===== config.mk =====
export PLATFORM = sky130hd
export DESIGN_NAME = multi_rate_blink_ctrl
export DESIGN_NICKNAME = d
export VERILOG_FILES = /design/src/rtl/multi_rate_blink_ctrl.sv
export SDC_FILE = /design/constraint.sdc
export NUM_CORES = 1
export LEC_CHECK = 0
export ABC_AREA = 1
export CAP_MARGIN = 25
export CORE_ASPECT_RATIO = 0.7
export CORE_MARGIN = 4
export CORE_UTILIZATION = 50
export DETAILED_ROUTE_END_ITERATION = 6
export PLACE_DENSITY_LB_ADDON = 0.1
export SLEW_MARGIN = 30
export SYNTH_ARGS = -nofsm -noshare
export SYNTH_HDL_FRONTEND = slang
export SYNTH_SLANG_ARGS = --single-unit

===== constraint.sdc =====
create_clock -name i_Clk -period 1.85 [get_ports i_Clk]
set_input_delay 0.37 -clock i_Clk [delete_from_list [all_inputs] [get_ports i_Clk]]
set_output_delay 0.37 -clock i_Clk [all_outputs]
set_load 0.005 [all_outputs]

===== src/rtl/multi_rate_blink_ctrl.sv =====
// Multi-rate LED blink controller: prescaled timebase, 3-bit rate divider,
// config latched on rate ticks, OFF/SOLID/BLINK/CHASE pattern decode.
module multi_rate_blink_ctrl #(
  parameter int NUM_LEDS = 4,
  parameter int COUNT    = 12500000,
  localparam int SEL_W   = ($clog2(NUM_LEDS) < 1) ? 1 : $clog2(NUM_LEDS)
) (
  input  logic                i_Clk,
  input  logic                i_Rst_L,
  input  logic                i_Enable,
  input  logic [SEL_W-1:0]    i_Sel,
  input  logic [1:0]          i_Mode,
  input  logic [1:0]          i_Rate,
  output logic [NUM_LEDS-1:0] o_LED,
  output logic                o_Tick
);

  localparam int CNT_W = ($clog2(COUNT) < 1) ? 1 : $clog2(COUNT);

  localparam logic [1:0] MODE_OFF   = 2'b00;
  localparam logic [1:0] MODE_SOLID = 2'b01;
  localparam logic [1:0] MODE_BLINK = 2'b10;
  localparam logic [1:0] MODE_CHASE = 2'b11;

  logic [CNT_W-1:0] count_q, count_d;
  logic [2:0]       div_q, div_d;
  logic             phase_q, phase_d;
  logic [SEL_W-1:0] pos_q, pos_d;
  logic [1:0]       mode_q, mode_d;
  logic [SEL_W-1:0] sel_q, sel_d;
  logic [1:0]       rate_q, rate_d;
  logic             tick_q, tick_d;

  logic             base_tick;
  logic             rate_tick;
  logic [2:0]       rate_mask;
  logic [NUM_LEDS-1:0] sel_hot;
  logic [NUM_LEDS-1:0] pos_hot;

  always_comb begin
    unique case (rate_q)
      2'd0:    rate_mask = 3'b000;
      2'd1:    rate_mask = 3'b001;
      2'd2:    rate_mask = 3'b011;
      default: rate_mask = 3'b111;
    endcase
    base_tick = i_Enable && (count_q == CNT_W'(COUNT - 1));
    rate_tick = base_tick && ((div_q & rate_mask) == rate_mask);
  end

  always_comb begin
    count_d = count_q;
    div_d   = div_q;
    phase_d = phase_q;
    pos_d   = pos_q;
    mode_d  = mode_q;
    sel_d   = sel_q;
    rate_d  = rate_q;
    tick_d  = rate_tick;
    if (i_Enable) begin
      count_d = base_tick ? '0 : count_q + CNT_W'(1);
    end
    if (base_tick) begin
      div_d = div_q + 3'd1;
    end
    if (rate_tick) begin
      mode_d  = i_Mode;
      sel_d   = i_Sel;
      rate_d  = i_Rate;
      phase_d = ~phase_q;
      pos_d   = '0;
      if (mode_q == MODE_CHASE && i_Mode == MODE_CHASE) begin
        pos_d = (pos_q == SEL_W'(NUM_LEDS - 1)) ? '0 : pos_q + SEL_W'(1);
      end
    end
  end

  always_ff @(posedge i_Clk or negedge i_Rst_L) begin
    if (!i_Rst_L) begin
      count_q <= '0;
      div_q   <= '0;
      phase_q <= 1'b0;
      pos_q   <= '0;
      mode_q  <= MODE_OFF;
      sel_q   <= '0;
      rate_q  <= '0;
      tick_q  <= 1'b0;
    end else begin
      count_q <= count_d;
      div_q   <= div_d;
      phase_q <= phase_d;
      pos_q   <= pos_d;
      mode_q  <= mode_d;
      sel_q   <= sel_d;
      rate_q  <= rate_d;
      tick_q  <= tick_d;
    end
  end

  // Shifting past the top bit yields zero, which blanks out-of-range selects.
  always_comb begin
    sel_hot = NUM_LEDS'(1) << sel_q;
    pos_hot = NUM_LEDS'(1) << pos_q;
    o_LED   = '0;
    unique case (mode_q)
      MODE_OFF:   o_LED = '0;
      MODE_SOLID: o_LED = sel_hot;
      MODE_BLINK: o_LED = phase_q ? sel_hot : '0;
      default:    o_LED = pos_hot;
    endcase
  end

  assign o_Tick = tick_q & i_Enable;

endmodule

==> impl_results.md, run 1 <==
* First-pass GRT wire length at between 9000 and 10000 µm
* DP HPWL at 4250 µm
* Ant. Diodes at 0
* Max-cap violation count at 0
* Top Ports at 14
* Vias in the first global route at roughly 2000
* Slew Viols, Final at 0
* Die Ht at 64.8 µm
* Num rows at 20
* Synth Net Count at about 350
* Die footprint at just under 0.006 mm²
* Initial antenna violation count at 0
* DP Cell Count at between 400 and 500
* Outcome: finished clean
* Fin crit share at a little over nine tenths
* Gate Count Post-Synth at 330
* FMAX at 563 MHz
* Final hold vios at 0
* Period minus WS final at approximately 1800 ps
* Critical path class: register to output pin
* Largest net degree at the start of global routing at 20
* Unrepaired setup endpoints after global routing: true
* Synth async-reset ratio at 100%
* Relative slew slack at a little over two thirds
* Crit path cell chain: nand2_2 > inv_1 > or2_4 > o31ai_2 > buf_2
* Num CTS Buffers at 5
* Crit path to: o_LED[0]
* CP max-delay cell: dfrtp_1
* Levels on crit path at 5
* Yosys cell types at 27
* Register bit total from synthesis at 37
* Synth Warn # at 0
* Routed wire length at roughly 5600 µm
* Mapped Area at approximately 0.0023 mm²
* Skew final at 4.10 ps
* DRT antenna net count at 0
* Crit-path max cell delay at between 400 and 500 ps
* CORE AREA at approximately 0.0044 mm²
* GRT Overall Usage at around a fifth
* Top cell type's share of synthesized area at between 40% and 50%
* WL per Instance at ~13 µm
* Hold Crit Class: input port to async pin
* DRT iter0 DRCs at between 150 and 200
* DR vias/cell at around 5.3
* Sequential fraction of the synthesis area at a little over 40%
* CTS Hold Buffers Added at 0
* Pwr per Cell Area at about 770 mW/mm²
* CP bufs+invs at 2
* DRC violations left at 0
* Number of synthesized flops with an enable pin at 0
* Maximum clock path buffer count at 2
* Post-Layout Cell Count at 419
* Initial Utilization at between 50% and 60%
* Avg Inst Size Synth at between 6 and 7 µm²
* Final RePlAce weighted congestion at slightly below 0.9
* Maximum fanout along the worst path at 4
* CTS tree: done
* Peak VDD IR at 749 µV
* Leak Pwr at between 1 and 1.5 nW
* R2R setup slack at about 130 ps
* P&R area growth vs syn at 18.4%
* Arrival @ worst endpoint at between 1000 and 1500 ps
* Die W at around 89 µm
* Top delay family on crit path: flip-flops
* Clock transition at path regs at about 80 ps
* Worst R2R Start: count_q[0]$_DFFE_PN0P_
* Post-synth top flop: dfrtp_1
* RR Endpoint: count_q[12]$_DFFE_PN0P_
* Via Count at ~2200
* CTS Sinks at 37
* CTS root buffer: clkbuf_8
* Setup-failing EPs final at 0
* Clk_lat worst skew at ~300 ps
* CTS H-tree lvls at 2
* Setup crit end kind: output pin
* Port bufs at 13
* Share of cells above drive strength 1 at about 15%
* Nets at ~380
* CP startpoint kind: register
* Largest cells by area after synthesis: dfrtp_1 (40%), nand2_1 (17%), nor2_1 (9.3%), inv_1 (6.7%), nand3_1 (6.3%)
* Critical Path RT at roughly 1500 ps
* Cell accounting for the most synthesized area: dfrtp_1
* Setup TNS at 0 ps
* Cell depth of the worst flop-to-flop path at 6
* Grt ovf at 0
* DR pass1 iterations at 5
* Slew at the pin closest to its max-slew limit at about 440 ps
* Final WS setup at between 70 and 80 ps
* Pre-CTS WS at -122 ps
* Crit path from: mode_q[1]$_DFFE_PN0P_
## power breakdown
group	leakage (nW)	total, W	switching [W]	internal (W)
logic	0.878	0.000312	0.000191	0.000121
clock network	0.0681	0.000840	0.000305	0.000536
registers	0.471	0.000956	0.0000824	0.000873
total	1.42	0.00211	0.000578	0.00153
## area by class of cell
cell class / instances / area [µm²]
clock buffers: 5 / 68.8
clock inverters: 3 / 65.1
fillers: 415 / 1680
inverters: 43 / 161
multi-input cells: 246 / 1200
flip-flops and latches: 37 / 926
well taps: 55 / 68.8
repair buffers: 30 / 231
## how the worst min path moves through the flow
stage	slack, ps	end	depth (start not counted)	start
after floorplan	70	count_q[0]$_DFFE_PN0P_	0	i_Rst_L
after CTS	10	mode_q[0]$_DFFE_PN0P_	1	i_Rst_L
after global placement	340	count_q[19]$_DFFE_PN0P_	1	i_Rst_L
after global routing	40	mode_q[0]$_DFFE_PN0P_	1	i_Rst_L
after detailed placement	330	count_q[17]$_DFFE_PN0P_	1	i_Rst_L
final	4	count_q[19]$_DFFE_PN0P_	1	i_Rst_L
## through the flow
step | total power, W | hold slack (ps) | cell area, µm² | util (%)
floorplan | 0.00117 | 74.4 | 2300 | -
global placement | 0.00128 | 342 | 2590 | 58.8
detailed placement | 0.00128 | 333 | 2590 | 58.8
CTS | 0.00211 | 12.9 | 2720 | 61.6
global route | 0.00223 | 39.0 | 2730 | 61.9
finish | 0.00211 | 4.50 | 2730 | 61.9
## metal layers
layer	routed length, µm	global-route usage [%]	up-vias
met5	0	0	-
met4	38	4.46	0
met3	324	4.57	5
met2	2220	29.5	67
met1	2980	33.2	1028
li1	-	-	1111
## what timing repair did
| action | 4_1_cts | 5_1_grt |
|---|---|---|
| pin swaps | 0 | 1 |
| buffers inserted | 0 | 0 |
| resized for setup | 13 | 8 |
| setup endpoints to repair | 5 | 9 |
## worst register-to-register path: stages (launching register included)
cell and delay (ps):
dfrtp_1 400, ha_1 230, nand3_1 220, nor3_4 370
nand2_2 230, nand2_1 120, nor2_1 50
## synthesized netlist by cell type (2+ instances only)
| cell | instances |
|---|---|
| a31o_2 | 2 |
| inv_2 | 2 |
| nand3b_1 | 2 |
| xor2_1 | 3 |
| inv_1 | 41 |
| buf_2 | 2 |
| nand3_1 | 29 |
| a21oi_1 | 5 |
| nand2_1 | 102 |
| nor2_2 | 5 |
| nor2_1 | 57 |
| o31ai_1 | 2 |
| o21ai_0 | 5 |
| dfrtp_1 | 37 |
| nand2_2 | 4 |
| buf_6 | 2 |
| ha_1 | 6 |
| nand4_1 | 15 |
## state kept, by name, indices dropped and copies added (netlist names)
register	cells
tick_q	1
mode_q	2
pos_q	2
count_q	24
div_q	3
phase_q	1
rate_q	2
sel_q	2
## logic make-up (layout without fill, tap and decap cells)
logic type                 count (synthesis)  after routing  synth area share (%)
adders and majority gates                  6              6                  3.26
AOI/OAI and AO/OA                         17             17                  4.51
buffers and inverters                     47             81                  8.42
xor gates and xnor gates                   4              4                  1.52
and+or+nand+nor                          219            219                  42.1
DFF                                       37             37                  40.2
## cells in the final DEF, fill, tap and decap left out, drive strengths merged
cell type / synthesis / routed
a21o: 1 / 1
a21oi: 5 / 5
a31o: 2 / 2
buf: 4 / 20
bufinv: 0 / 2
clkbuf: 0 / 7
clkdlybuf4s50: 0 / 7
clkinv: 0 / 1
dfrtp: 37 / 37
dlygate4sd2: 0 / 1
ha: 6 / 6
inv: 43 / 43
nand2: 106 / 106
nand3: 30 / 30
nand3b: 2 / 2
nand4: 15 / 15
nor2: 63 / 63
nor3: 2 / 2
o21ai: 5 / 5
o21bai: 1 / 1
o22ai: 1 / 1
o31ai: 2 / 2
or2: 1 / 1
xnor2: 1 / 1
xor2: 3 / 3
Note: power is estimated with default switching activity, not from simulation.
==> inputs of run 2 (changes only) <==
--- a/config.mk
+++ b/config.mk
@@ -10,8 +10,10 @@
 export CORE_ASPECT_RATIO = 0.7
 export CORE_MARGIN = 4
 export CORE_UTILIZATION = 50
+export CTS_CLUSTER_DIAMETER = 200
 export DETAILED_ROUTE_END_ITERATION = 6
 export PLACE_DENSITY_LB_ADDON = 0.1
+export REMOVE_ABC_BUFFERS = 1
 export SLEW_MARGIN = 30
 export SYNTH_ARGS = -nofsm -noshare
 export SYNTH_HDL_FRONTEND = slang
==> run 2 against run 1 <==
  * Cell count shrank 0.24%
  * Combinational power shrank 1%
  * Worst setup slack gained 14 ps
  * Register-to-register slack gained 70 ps
  * Clock skew shrank 1.2 ps
  * Flip-flop and latch count is the same
  * Total power shrank 14%
  * Fmax grew 0.81%
  * Worst hold slack gained 110 ps
  * Sequential share of layout area grew 0.80 points
  * Count of clock-buffer cells in the layout grew 3
  * Critical path type unchanged
  * Largest cell class unchanged
==> impl_results.md, run 2 (same netlist as run 1, synthesis figures left out) <==
* CTS H-tree lvls at 2 (unchanged)
* CTS Hold Buffers Added at 0 (unchanged)
* Arrival @ worst endpoint at 1390 ps (was 1410 ps)
* Final hold vios at 0 (unchanged)
* Max-cap violation count at 0 (unchanged)
* Setup-failing EPs final at 0 (unchanged)
* Maximum clock path buffer count at 2 (unchanged)
* Via Count at 2124 (was 2211)
* WL per Instance at 13.0 µm (was 13.3 µm)
* Most frequent cells in the layout: nand2_1 (101), nor2_1 (55), inv_1 (41) (was nand2_1 (101), nor2_1 (56), inv_1 (41))
* Crit-path max cell delay at 400 ps (was 420 ps)
* CTS Sinks at 37 (unchanged)
* Largest registers: count_q (24), div_q (3) (unchanged)
* Top reg by flops: count_q (unchanged)
* Crit path cell chain: nand2_2 > inv_1 > or2_4 > o31ai_2 > buf_2 (unchanged)
* Die footprint at 0.00577 mm² (unchanged)
* CP max-delay cell: dfrtp_1 (unchanged)
* Initial antenna violation count at 0 (unchanged)
* Max reg flops at 24 (unchanged)
* DRT iter0 DRCs at 185 (was 158)
* Nets at 377 (was 378)
* DR pass1 iterations at 4 (was 5)
* CORE AREA at 0.00440 mm² (unchanged)
* Ant. Diodes at 0 (unchanged)
* Hold Crit Class: input port to async pin (unchanged)
* DRC violations left at 0 (unchanged)
* Clock transition at path regs at 70 ps (was 80 ps)
* Num rows at 20 (unchanged)
* R2R setup slack at 200 ps (was 130 ps)
* P&R area growth vs syn at 15.7% (was 18.4%)
* Vias in the first global route at 1854 (was 1985)
* First-pass GRT wire length at 9110 µm (was 9470 µm)
* Final WS setup at 86.7 ps (was 72.5 ps)
* Setup bufs post-CTS at 0 (unchanged)
* Setup crit end kind: output pin (unchanged)
* Pre-CTS WS at -162 ps (was -122 ps)
* Relative slew slack at 68.3% (was 70.7%)
* CP startpoint kind: register (unchanged)
* Setup TNS at 0 ps (unchanged)
* Port bufs at 13 (unchanged)
* Final RePlAce weighted congestion at 0.938 (was 0.889)
* Skew final at 2.95 ps (was 4.10 ps)
* Pwr per Cell Area at 679 mW/mm² (was 773 mW/mm²)
* CTS root buffer: clkbuf_8 (unchanged)
* DP HPWL at 4200 µm (was 4250 µm)
* DRT antenna net count at 0 (unchanged)
* Period minus WS final at 1760 ps (was 1780 ps)
* Leak Pwr at 1.39 nW (was 1.42 nW)
* Peak VDD IR at 506 µV (was 749 µV)
* Slew at the pin closest to its max-slew limit at 476 ps (was 439 ps)
* Critical Path RT at 1480 ps (about the same)
* Top Ports at 14 (unchanged)
* Outcome: finished clean (unchanged)
* Commonest non-fill, non-tap cell in the layout: nand2_1 (unchanged)
* Num CTS Buffers at 5 (unchanged)
* Share of cells above drive strength 1 at 13.5% (was 14.6%)
* Cell depth of the worst flop-to-flop path at 8 (was 6)
* Die Ht at 64.8 µm (unchanged)
* Slew Viols, Final at 0 (unchanged)
* Worst Hold Margin at 119 ps (was 4.50 ps)
* Die W at 89.1 µm (unchanged)
* Critical path class: register to output pin (unchanged)
* Fin crit share at 95.3% (was 96.1%)
* Initial Utilization at 52.3% (unchanged)
* CTS tree: done (unchanged)
* Largest net degree at the start of global routing at 38 (was 20)
* FMAX at 567 MHz (was 563 MHz)
* DR vias/cell at 5.08 (was 5.28)
* Clk_lat worst skew at 290 ps (was 300 ps)
* Grt ovf at 0 (unchanged)
* Routed wire length at 5420 µm (was 5550 µm)
* Maximum fanout along the worst path at 4 (unchanged)
* GRT Overall Usage at 20.9% (was 21.2%)
* Post-Route Utilization at 60.5% (was 61.9%)
==> run 2: worst paths after layout <==
path,startpoint,to
max in group asynchronous,i_Rst_L,count_q[16]$_DFFE_PN0P_
min in group i_Clk,rate_q[1]$_DFFE_PN0P_,rate_q[1]$_DFFE_PN0P_
worst min-delay path,i_Rst_L,count_q[21]$_DFFE_PN0P_
worst max register to register,count_q[0]$_DFFE_PN0P_,count_q[5]$_DFFE_PN0P_
worst min register to register,rate_q[1]$_DFFE_PN0P_,rate_q[1]$_DFFE_PN0P_
worst max-delay path,mode_q[1]$_DFFE_PN0P_,o_LED[1]
==> run 2: worst max-delay path: cells and delay by family (launching register included) <==
family | cells | cell delay, ps
buffers and inverters | 2 | 190
and+or+nand+nor | 2 | 340
DFF | 1 | 400
AOI/OAI and AO/OA | 1 | 160
==> run 2: through the flow <==
step / area (µm²) / std cells / total power [W]
after global routing: 2660 / 418 / 0.00193
final: 2660 / 418 / 0.00181
after global placement: 2580 / 410 / 0.00128
after detailed placement: 2580 / 410 / 0.00128
after CTS: 2650 / 418 / 0.00182
after floorplan: 2270 / 326 / 0.00116
==> run 2: cell type report <==
type	instances	area, µm²
inverters	43	161
fillers	420	1740
multi-input cells	246	1200
flip-flops and latches	37	926
repair buffers	29	224
well taps	55	68.8
clock buffers	8	80.1
==> run 2: where the power goes <==
group          switching, W  total (W)  internal [W]
logic              0.000190   0.000308      0.000118
registers         0.0000872   0.000961      0.000874
clock network      0.000272   0.000540      0.000267
==> run 2: routing by layer <==
metal | vias up | track usage [%] | share of wire [%]
li1 | 1107 | - | -
met1 | 959 | 34.8 | 54
met2 | 50 | 25.6 | 38
met3 | 8 | 4.45 | 6.8
met4 | 0 | 6.51 | 1.3
met5 | - | 0 | 0
==> run 2: timing repair <==
action | 4_1_cts | 5_1_grt
pin swaps | 0 | 1
gates resized for setup | 12 | 10
setup endpoints to repair | 5 | 13
==> inputs of run 3 (changes only) <==
--- a/config.mk
+++ b/config.mk
@@ -12,6 +12,7 @@
 export CORE_UTILIZATION = 50
 export CTS_CLUSTER_DIAMETER = 200
 export DETAILED_ROUTE_END_ITERATION = 6
+export GPL_ROUTABILITY_DRIVEN = 0
 export PLACE_DENSITY_LB_ADDON = 0.1
 export REMOVE_ABC_BUFFERS = 1
 export SLEW_MARGIN = 30
==> constraint.sdc (replaced) <==
create_clock -name i_Clk -period 1.97 [get_ports i_Clk]
set_input_delay 0.394 -clock i_Clk [delete_from_list [all_inputs] [get_ports i_Clk]]
set_output_delay 0.394 -clock i_Clk [all_outputs]
set_load 0.005 [all_outputs]
==> run 3 against run 2 <==
  * Routed wire length decreased by 4.2%
  * Die area is the same
  * Clock skew increased by 2.6 ps
  * Combinational power shrank 8.4%
  * Largest power group unchanged
==> impl_results.md, run 3 (same netlist as run 1, synthesis figures left out) <==
* Outcome: finished clean (unchanged)
* CTS H-tree lvls at 2 (unchanged)
* Routed wire length at 5190 µm (was 5420 µm)
* Setup-failing EPs final at 0 (unchanged)
* Die footprint at 0.00577 mm² (unchanged)
* Vias in the first global route at 1835 (was 1854)
* Relative slew slack at 69.9% (was 68.3%)
* CP max-delay cell: dfrtp_1 (unchanged)
* Initial Utilization at 52.3% (unchanged)
* Fin crit share at 94.6%
* Largest registers: count_q (24), div_q (3) (unchanged)
* Nets at 372 (was 377)
* Critical Path RT at 1580 ps (was 1480 ps)
* Grt ovf at 0 (unchanged)
* Final hold vios at 0 (unchanged)
* Pre-CTS WS at -31.7 ps (was -162 ps)
* Hold Crit Class: input port to async pin (unchanged)
* Peak VDD IR at 485 µV (was 506 µV)
* Final WS setup at 106 ps (was 86.7 ps)
* DP HPWL at 4170 µm (was 4200 µm)
* Num CTS Buffers at 5 (unchanged)
* Die W at 89.1 µm (unchanged)
* Most frequent cells in the layout: nand2_1 (102), nor2_1 (57), inv_1 (41) (was nand2_1 (101), nor2_1 (55), inv_1 (41))
* DRT antenna net count at 0 (unchanged)
* Slew at the pin closest to its max-slew limit at 451 ps (was 476 ps)
* Crit path cell chain: nand2_1 > inv_1 > or2_4 > o21ai_1 > dlygate4sd2_1 (was nand2_2 > inv_1 > or2_4 > o31ai_2 > buf_2)
* DR vias/cell at 5.13 (was 5.08)
* Arrival @ worst endpoint at 1470 ps (was 1390 ps)
* Fillers at 427 (was 420)
* Die Ht at 64.8 µm (unchanged)
* CP bufs+invs at 2 (unchanged)
* Port bufs at 13 (unchanged)
* Register Area at 926 µm² (unchanged)
* CTS Sinks at 37 (unchanged)
* Top Ports at 14 (unchanged)
* CORE AREA at 0.00440 mm² (unchanged)
* DP Cell Count at 405 (was 410)
* Multi-input logic area at 0.00119 mm² (was 0.00120 mm²)
* Post-Route Utilization at 60.0% (was 60.5%)
* Crit path from: mode_q[1]$_DFFE_PN0P_ (unchanged)
* Worst R2R Start: count_q[0]$_DFFE_PN0P_ (unchanged)
* Clock transition at path regs at 70 ps (about the same)
* Share of cells above drive strength 1 at 11.2% (was 13.5%)
* Largest net degree at the start of global routing at 20 (was 38)
* Setup TNS at 0 ps (unchanged)
* Setup crit end kind: output pin (unchanged)
* Commonest non-fill, non-tap cell in the layout: nand2_1 (unchanged)
* Max-cap violation count at 0 (unchanged)
* Critical path class: register to output pin (unchanged)
* Period minus WS final at roughly 1900 ps
* DRC violations left at 0 (unchanged)
* CTS tree: done (unchanged)
* Max reg flops at 24 (unchanged)
* Initial antenna violation count at 0 (unchanged)
* WL per Instance at 12.6 µm (was 13.0 µm)
* Pwr per Cell Area at 649 mW/mm² (was 679 mW/mm²)
* Post-Layout Cell Count at 412 (was 418)
* Unrepaired setup endpoints after global routing: false
* Top delay family on crit path: flip-flops (unchanged)
* DRT iter0 DRCs at 196 (was 185)
* GRT Overall Usage at 20.4% (was 20.9%)
* Via Count at 2114 (was 2124)
* CP startpoint kind: register (unchanged)
* Slew Viols, Final at 0 (unchanged)
* First-pass GRT wire length at 8870 µm (was 9110 µm)
* Clk_lat worst skew at 290 ps (about the same)
* DR pass1 iterations at 5 (was 4)
* Top reg by flops: count_q (unchanged)
* Maximum fanout along the worst path at 4 (unchanged)
* Skew final at 5.50 ps (was 2.95 ps)
* Ant. Diodes at 0 (unchanged)
* Maximum clock path buffer count at 2 (unchanged)
* CTS root buffer: clkbuf_8 (unchanged)
* P&R area growth vs syn at 14.8% (was 15.7%)
* Crit-path max cell delay at 400 ps (about the same)
* Leak Pwr at 1.38 nW (was 1.39 nW)
* Num rows at 20 (unchanged)
* FMAX at between 500 and 600 MHz
run 3: worst paths after layout:
| path | cells past startpoint | end | slack [ps] |
|---|---|---|---|
| max | 5 | o_LED[2] | 110 |
| min | 1 | count_q[15]$_DFFE_PN0P_ | 40 |
| max reg2reg | 6 | div_q[1]$_DFFE_PN0P_ | 240 |
| min reg2reg | 2 | rate_q[1]$_DFFE_PN0P_ | 480 |
| max in group asynchronous | 2 | mode_q[0]$_DFFE_PN0P_ | 1470 |
| min in group i_Clk | 2 | rate_q[1]$_DFFE_PN0P_ | 480 |
run 3: routing by layer:
layer / vias up / global-route usage [%] / part of all wire [%]
met2: 63 / 25.5 / 37
li1: 1097 / - / -
met3: 8 / 4.32 / 8.2
met5: - / 0 / 0
met1: 946 / 33.6 / 53
met4: 0 / 6.51 / 1.3
run 3: where the power goes:
group | switching [W] | internal, W
combinational | 0.000173 | 0.000109
sequential | 0.0000815 | 0.000821
clock | 0.000254 | 0.000277
total | 0.000508 | 0.00121
run 3: repair_timing:
item | in CTS | in global routing
cloned | 0 | 0
setup endpoints to repair | 5 | 4
pin swaps | 0 | 0
setup buffers | 0 | 0
gates resized for setup | 13 | 2
hold buffers | 0 | 0
run 3: stage by stage:
stage               power [W]  hold WS, ps  area (µm²)
floorplan             0.00109         98.4        2270
global placement      0.00120          369        2560
detailed placement    0.00120          369        2560
CTS                   0.00174         55.3        2640
global route          0.00184         71.8        2640
finish                0.00172         43.6        2640
run 3: area by class of cell:
type | instances | area share [%]
clock buffer | 7 | 3.27
multi-input combinational | 246 | 45.2
timing repair buffer | 24 | 7.81
tap | 55 | 2.60
inverter | 43 | 6.11
sequential | 37 | 35.0
